### config.mk
export PLATFORM = sky130hd
export DESIGN_NAME = ex_muldiv_stage
export DESIGN_NICKNAME = d
export VERILOG_FILES = /design/src/rtl/ex_muldiv_stage.sv
export SDC_FILE = /design/constraint.sdc
export NUM_CORES = 1
export LEC_CHECK = 0
export ABC_AREA = 1
export BUFFER_PORTS_ARGS = -buffer_cell sky130_fd_sc_hd__buf_2
export CAP_MARGIN = 20
export CELL_PAD_IN_SITES_DETAIL_PLACEMENT = 0
export CELL_PAD_IN_SITES_GLOBAL_PLACEMENT = 1
export CORE_MARGIN = 2
export CORE_UTILIZATION = 35
export CTS_BUF_LIST = sky130_fd_sc_hd__clkbuf_16
export DETAILED_ROUTE_END_ITERATION = 6
export PLACE_DENSITY_LB_ADDON = 0.1
export SLEW_MARGIN = 0
export SYNTH_ARGS = -nofsm -noshare
export SYNTH_HDL_FRONTEND = slang
export SYNTH_SLANG_ARGS = --single-unit
### constraint.sdc
create_clock -name clk -period 3 [get_ports clk]
set_input_delay 0.6 -clock clk [delete_from_list [all_inputs] [get_ports clk]]
set_output_delay 0.6 -clock clk [all_outputs]
set_load 0.03 [all_outputs]
### src/rtl/ex_muldiv_stage.sv
// EX-stage operand forwarding mux plus an iterative (one bit per cycle) MULT/MULTU/DIV/DIVU
// unit owning HI/LO. Stalls upstream stages while a result is still pending.
module ex_muldiv_stage #(
  parameter int WIDTH = 32,
  parameter int ITER  = 32
) (
  input  logic             clk,
  input  logic             rst_n,
  input  logic [1:0]       forwardA,
  input  logic [1:0]       forwardB,
  input  logic [WIDTH-1:0] rs_data_idex,
  input  logic [WIDTH-1:0] rt_data_idex,
  input  logic [WIDTH-1:0] alu_result_exmem,
  input  logic [WIDTH-1:0] writeback_data_memwb,
  input  logic             md_valid_idex,
  input  logic [1:0]       md_op_idex,
  input  logic             mfhi_idex,
  input  logic             mflo_idex,
  output logic [WIDTH-1:0] operand_a,
  output logic [WIDTH-1:0] operand_b,
  output logic [WIDTH-1:0] hilo_data,
  output logic             md_busy,
  output logic             stall_ex
);

  localparam int CW = (ITER > 1) ? $clog2(ITER) : 1;

  typedef enum logic [1:0] {S_IDLE = 2'd0, S_RUN = 2'd1, S_FIX = 2'd2} state_e;

  state_e           state_q;
  logic [CW-1:0]    cnt_q;
  logic             busy_q;
  logic             is_div_q;
  logic             neg_a_q, neg_b_q;
  logic [WIDTH-1:0] a_q, mag_b_q, acc_q, sh_q, hi_q, lo_q;

  // Code 11 falls back to the register file value.
  assign operand_a = (forwardA == 2'b10) ? alu_result_exmem :
                     (forwardA == 2'b01) ? writeback_data_memwb : rs_data_idex;
  assign operand_b = (forwardB == 2'b10) ? alu_result_exmem :
                     (forwardB == 2'b01) ? writeback_data_memwb : rt_data_idex;

  logic             sgn_a, sgn_b;
  logic [WIDTH-1:0] mag_a_in, mag_b_in;
  assign sgn_a    = ~md_op_idex[0] & operand_a[WIDTH-1];
  assign sgn_b    = ~md_op_idex[0] & operand_b[WIDTH-1];
  assign mag_a_in = sgn_a ? -operand_a : operand_a;
  assign mag_b_in = sgn_b ? -operand_b : operand_b;

  // acc_q is the running high half (product) or partial remainder (divide);
  // sh_q holds the multiplier being consumed, or the dividend being replaced by quotient bits.
  logic [WIDTH:0]     mul_sum, div_shift;
  logic               div_ge, div_zero;
  logic [WIDTH-1:0]   div_diff;
  logic [2*WIDTH-1:0] prod, prod_fix;
  logic [WIDTH-1:0]   quo_fix, rem_fix;

  assign mul_sum   = {1'b0, acc_q} + (sh_q[0] ? {1'b0, mag_b_q} : '0);
  assign div_shift = {acc_q, sh_q[WIDTH-1]};
  assign div_ge    = div_shift >= {1'b0, mag_b_q};
  assign div_diff  = div_shift[WIDTH-1:0] - mag_b_q;
  assign div_zero  = (mag_b_q == '0);
  assign prod      = {acc_q, sh_q};
  assign prod_fix  = (neg_a_q ^ neg_b_q) ? -prod : prod;
  assign quo_fix   = (neg_a_q ^ neg_b_q) ? -sh_q : sh_q;
  assign rem_fix   = neg_a_q ? -acc_q : acc_q;

  always_ff @(posedge clk) begin
    if (!rst_n) begin
      state_q  <= S_IDLE;
      cnt_q    <= '0;
      busy_q   <= 1'b0;
      is_div_q <= 1'b0;
      neg_a_q  <= 1'b0;
      neg_b_q  <= 1'b0;
      a_q      <= '0;
      mag_b_q  <= '0;
      acc_q    <= '0;
      sh_q     <= '0;
      hi_q     <= '0;
      lo_q     <= '0;
    end else begin
      unique case (state_q)
        S_IDLE: begin
          if (md_valid_idex) begin
            state_q  <= S_RUN;
            cnt_q    <= CW'(ITER - 1);
            busy_q   <= 1'b1;
            is_div_q <= md_op_idex[1];
            neg_a_q  <= sgn_a;
            neg_b_q  <= sgn_b;
            a_q      <= operand_a;
            mag_b_q  <= mag_b_in;
            acc_q    <= '0;
            sh_q     <= mag_a_in;
          end
        end
        S_RUN: begin
          if (!is_div_q) begin
            acc_q <= mul_sum[WIDTH:1];
            sh_q  <= {mul_sum[0], sh_q[WIDTH-1:1]};
          end else if (div_ge) begin
            acc_q <= div_diff;
            sh_q  <= {sh_q[WIDTH-2:0], 1'b1};
          end else begin
            acc_q <= div_shift[WIDTH-1:0];
            sh_q  <= {sh_q[WIDTH-2:0], 1'b0};
          end
          if (cnt_q == '0) state_q <= S_FIX;
          else             cnt_q   <= cnt_q - CW'(1);
        end
        S_FIX: begin
          if (!is_div_q) begin
            hi_q <= prod_fix[2*WIDTH-1:WIDTH];
            lo_q <= prod_fix[WIDTH-1:0];
          end else if (div_zero) begin
            hi_q <= a_q;
            lo_q <= '1;
          end else begin
            hi_q <= rem_fix;
            lo_q <= quo_fix;
          end
          busy_q  <= 1'b0;
          state_q <= S_IDLE;
        end
        default: state_q <= S_IDLE;
      endcase
    end
  end

  assign md_busy   = busy_q;
  assign stall_ex  = busy_q & (md_valid_idex | mfhi_idex | mflo_idex);
  assign hilo_data = mfhi_idex ? hi_q : (mflo_idex ? lo_q : '0);

endmodule
Word-level counts from Yosys, hierarchy flattened
Index checks and enable logic that the tools add are counted.
- flip-flop bits (word level): 203
- bits in latches: 0
- RAM bits: 0
- bits in read-only memories: 0
- input bits: 139
- output and inout bits: 98
- logic and storage cells: 79
- memories kept: 0
- add/subtract/negate cells: 8
- multipliers: 0
- div/mod/pow operators: 0
- order comparisons: 1
- eq/ne operators: 9
- shifts and indexed selects: 0
- mux-type cells: 32
- bitwise operators: 7
- reduce and logical (&&, ||, !) cells: 10
- operators with widths (kind ; count):
    two-way mux 32 bit ; 20
    negation 32 bit ; 4
    one-hot mux 32 bit (2 select lines) ; 2
    two-way mux 64 bit ; 1
    negation 64 bit ; 1
    adder 32 x 32 -> 33 bit ; 1
    greater-or-equal comparator 33 x 32 -> 1 bit ; 1
    logical NOT 32 bit ; 1
    subtractor 32 bit ; 1
    two-way mux 5 bit ; 2
    one-hot mux 5 bit (2 select lines) ; 1
    AND reduction 2 bit ; 4
    equality test 2 x 1 -> 1 bit (second input constant) ; 3
    equality test 2 bit (second input constant) ; 3
    != test 2 bit (second input constant) ; 3
    logical NOT 5 bit ; 1
    subtractor 5 x 1 -> 5 bit (second input constant) ; 1
    two-way mux 2 bit ; 2
    one-hot mux 2 bit (2 select lines) ; 1
    nonzero test 2 bit ; 2
    bitwise AND 1 bit ; 3
    AND reduction 3 bit ; 1
    logical NOT 2 bit ; 1
    two-way mux 1 bit ; 2
    4 further kinds ; 5

Logic depth before layout (Yosys ltp)
- depth after elaboration: 7
- depth in mapped cells: 20
- mapped depth without buffers: 19

Least setup slack after synthesis
No wires, ideal clock.
- path kind: register -> register
- start point: register sh_q[0]
- end point: register acc_q[27]
- library setup time: 132 ps
- data arrival time: 2492 ps
- required time: 2868 ps
- slack: 376 ps
- cell stages (with the launch flop): 18
- path buffers: 2
- clock period less this slack: 2624 ps
- path through: dfxtp_1 -> buf_2 -> clkbuf_1 -> nand2_1 -> inv_1 -> ha_1 -> inv_1 -> fa_1 -> o21ai_0 -> nand3_1 -> nand2_1 -> nand2_1 -> nand2_1 -> nand2_1 -> nand3_1 -> nand3_1 -> nand3_1 -> a21oi_1
- longest elaborated chain between the ends: 4
- ends and longest elaborated chain (item ; line ; RTL):
    start, declared ; 35 ; logic [WIDTH-1:0] a_q, mag_b_q, acc_q, sh_q, hi_q, lo_q;
    start signal, assigned ; 95 ; sh_q <= mag_a_in;
    start signal, assigned ; 101 ; sh_q <= {mul_sum[0], sh_q[WIDTH-1:1]};
    start signal, assigned ; 104 ; sh_q <= {sh_q[WIDTH-2:0], 1'b1};
    two-way mux 32 bit ; 58 ; assign mul_sum = {1'b0, acc_q} + (sh_q[0] ? {1'b0, mag_b_q} : '0);
    adder 32 x 32 -> 33 bit ; 58 ;
    two-way mux 32 bit ; 99 ; if (!is_div_q) begin
    one-hot mux 32 bit (2 select lines) ; 83 ; unique case (state_q)
    end signal, assigned ; 100 ; acc_q <= mul_sum[WIDTH:1];
    end signal, assigned ; 103 ; acc_q <= div_diff;
    end signal, assigned ; 106 ; acc_q <= div_shift[WIDTH-1:0];
    end, declared ; 35 ;
No other way between the ends.
A chain may end at the register's enable or synchronous reset.

Worst setup path after layout
- start point: register mag_b_q[4]
- end point: register acc_q[29]
- longest elaborated chain between the ends: 4
- elaborated cells on any way between the ends: 7
- those cells by class: 2 x add/sub; 1 x order compare; 4 x mux
- ends and longest elaborated chain (item ; line ; RTL):
    start, declared ; 35 ;
    start signal, assigned ; 93 ; mag_b_q <= mag_b_in;
    two-way mux 32 bit, or another cell as far along ; 58 ;
    adder 32 x 32 -> 33 bit / two-way mux 32 bit (equally long branches) ; 58, 102 ;
    two-way mux 32 bit * ; 99 ;
    one-hot mux 32 bit (2 select lines) * ; 83 ;
Every way passes the cells marked *; elsewhere a longest branch is shown, timed or not.

==> run metrics <==
status=complete, no violations; critical path class=flop to flop; synthesized area=0.0208 mm^2; Final setup viols=0; Peak Freq=352 MHz; RD Place Congestion=0.995; CP peak stage delay=0.50 ns; WHS Path Cells=4; P&R area growth vs syn=17.7%; Max-Cap Viols=0; Final ANT Viol Nets=0; WHS=0.429 ns; height of the die=248 um; RSZ-0062 raised after global routing=false; DR iter-0 viols=2,145; CTS Sinks=203; FFs w/ async S/R, synth=0%; sequential fraction of the synthesis area=19.5%; CP Data Arrival Time=3.27 ns; Crit. End Element=flop; min-delay src=rt_data_idex[18]; slew at the pin closest to its max-slew limit=0.853 ns; dpl hpwl=84.2 mm; hold endpoint=mag_b_q[18]; number of unique standard cell types used by synthesis=51; number of enable flip-flop cells after synthesis=0; wire per inst=21.4 um; CP max stage cell=dfxtp_1; drt total wl=104 mm; Clk pin slew, worst setup/hold paths=0.06 ns; CP Cell Sequence=inv_1 -> ha_1 -> nand2_1 -> nor2_1 -> nand3_1 -> nor2_1 -> nand2_1 -> nand2_1 -> nor2_1 -> nand2_1 -> buf_12 -> nand2_2 -> o21ai_0 -> nand2_1 -> nand2_1 -> a21oi_1; CTS tree=done; class of the worst hold path=input pin to flop; placed insts=4,781; R2R depth=16; CP top delay family=simple AND/OR/NAND/NOR gates; fin crit share=94.6%; cts bufs inserted=26; fin util=41.6%; endpoints failing hold=0; power consumption=11.9 mW; htree depth=1; minimum clock period=2.84 ns; Cell Area, Placed=0.0236 mm^2; Clock Path Buffers=3; Max Clock Skew=0.0262 ns; Startpoint Class=flop; Max rail drop VDD=0.432 mV; Mapped Nets=3,983; r2r endpoint=acc_q[29]; Final #Nets=4,247; FF-to-FF Start=mag_b_q[4]; DR DRC count=0; GRT Residual Overflow=0; #FFs+latches synth=203; io pins=237; Global Route Usage Sum=33.0%; Starting Density=35.3%; first-pass GRT wire length=152 mm; Antenna diodes=0; PortBufs=236; largest net degree at the start of global routing=95; post-route cell area=0.0245 mm^2; initial antenna violation count=5; Placeable Area=0.0589 mm^2; CTS root buffer=clkbuf_16; worst setup margin=0.162 ns; die area=0.0614 mm^2; non-filler instance count after layout=4,829; layout cells sized above 1=14.0%; crit path max fanout=21; synth warn=0; relative slew slack=43.0%; Core Rows=89; CP bufs+invs=2; DR vias=25,300; Synth Area per Inst=5.52 um^2; vias per cell=5.25; setup slack, reg-to-reg=0.16 ns; Primary FF master, synth=dfxtp_1; pwr dens=486 mW/mm^2; Worst EP required=3.43 ns; synthesized instance count=3,772; Post-Place Worst Slack=0.204 ns; number of global-route vias before repair=23,900; worst skew pair latency=0.57 ns; DR pass1 iterations=6; Pleak=12.6 nW; Fin Setup TNS=0 ns; Die W=248 um; Slew Limit Fails=0; Worst path most repeated cell=nand2_1
-- report_power, final --
part	internal [mW]	switching [mW]
logic	1.62	3.79
clock network	1.93	1.38
registers	2.93	0.265
total	6.48	5.43
-- cells by family (layout without fill, tap and decap cells) --
logic type	after synthesis	count (layout)	share of synthesized area (%)
AOI/OAI and AO/OA	698	698	18.3
xor gates and xnor gates	88	88	3.70
adders and majority gates	72	72	4.40
buffers and inverters	631	915	12.1
DFF	203	203	19.5
and+or+nand+nor	2080	2080	41.9
-- worst max path at each step --
stage | from | endpoint | slack (ns) | cells past startpoint
3_3_place_gp | mag_b_q[4] | acc_q[29] | 0.21 | 16
4_1_cts | sh_q[0] | acc_q[30] | 0.21 | 18
3_5_place_dp | forwardB[0] | mag_b_q[21] | 0.20 | 18
5_1_grt | mag_b_q[4] | acc_q[19] | 0.01 | 16
6_report | mag_b_q[4] | acc_q[29] | 0.16 | 16
2_1_floorplan | sh_q[0] | acc_q[27] | 0.38 | 17
-- metal layers --
layer  track usage (%)  share of wire [%]  wire length, um
met5                 0              0.026               27
met4              12.2                4.0             4180
met3              5.31                7.5             7770
met2              49.5                 42            43000
met1              47.1                 47            48500
-- repair_timing --
action                                  4_1_cts  5_1_grt
endpoints found under the setup margin        0       22
gates resized for setup                       0        5
hold endpoints to repair                      0        0
buffers inserted                              0        0
hold buffers                                  0        0
-- area by class of cell --
class	count	area, um^2
Clock buffer	26	651
Clock inverter	22	230
Fill cell	6773	34400
Inverter	470	1770
Multi-Input combinational cell	2938	14300
Sequential cell	203	4070
Tap cell	773	967
Timing Repair Buffer	397	2540
-- sequential cells by signal (all words and copies together), names as in the netlist --
name      flops
is_div_q      1
mag_b_q      32
md_busy       1
lo_q         32
hi_q         32
neg_b_q       1
a_q          32
cnt_q         5
neg_a_q       1
sh_q         32
acc_q        32
state_q       2
-- cells in the final DEF, fill, tap and decap left out, types with 14 or more instances in the layout --
cell type / count
nor2_1: 367
a31oi_1: 21
dfxtp_1: 201
o21ai_0: 263
nand3_1: 365
nand2_2: 23
a21oi_1: 310
nand4_1: 39
nand2_1: 1167
ha_1: 70
buf_2: 235
inv_2: 18
or2_2: 16
o21bai_1: 19
nor3_1: 33
o21ai_1: 17
xor2_1: 84
inv_1: 452
nor2_2: 25
clkbuf_16: 26
o211ai_1: 14
buf_4: 150
-- worst register-to-register path, cell delays in order (launching register included) --
cell	delay, ns
dfxtp_1	0.50
inv_1	0.12
ha_1	0.38
nand2_1	0.13
nor2_1	0.33
nand3_1	0.14
nor2_1	0.11
nand2_1	0.08
nand2_1	0.07
nor2_1	0.05
nand2_1	0.12
buf_12	0.17
nand2_2	0.16
o21ai_0	0.13
nand2_1	0.09
nand2_1	0.06
a21oi_1	0.06
-- Yosys cell counts (all sizes together), types with 5 or more instances --
library cell,n,share of area (%)
a211oi,5,0.18
a21oi,327,8.3
a31oi,21,0.63
and2,5,0.15
buf,53,1.7
clkbuf,108,1.9
dfxtp,203,20
ha,70,4.2
inv,468,8.5
nand2,1193,22
nand3,369,9.0
nand3b,9,0.32
nand4,39,1.2
nor2,400,7.6
nor3,35,0.89
o211ai,14,0.50
o21ai,287,7.0
o21bai,19,0.69
o221ai,10,0.42
or2,26,0.78
xor2,84,3.5
Power figures use the tool's default switching activity.
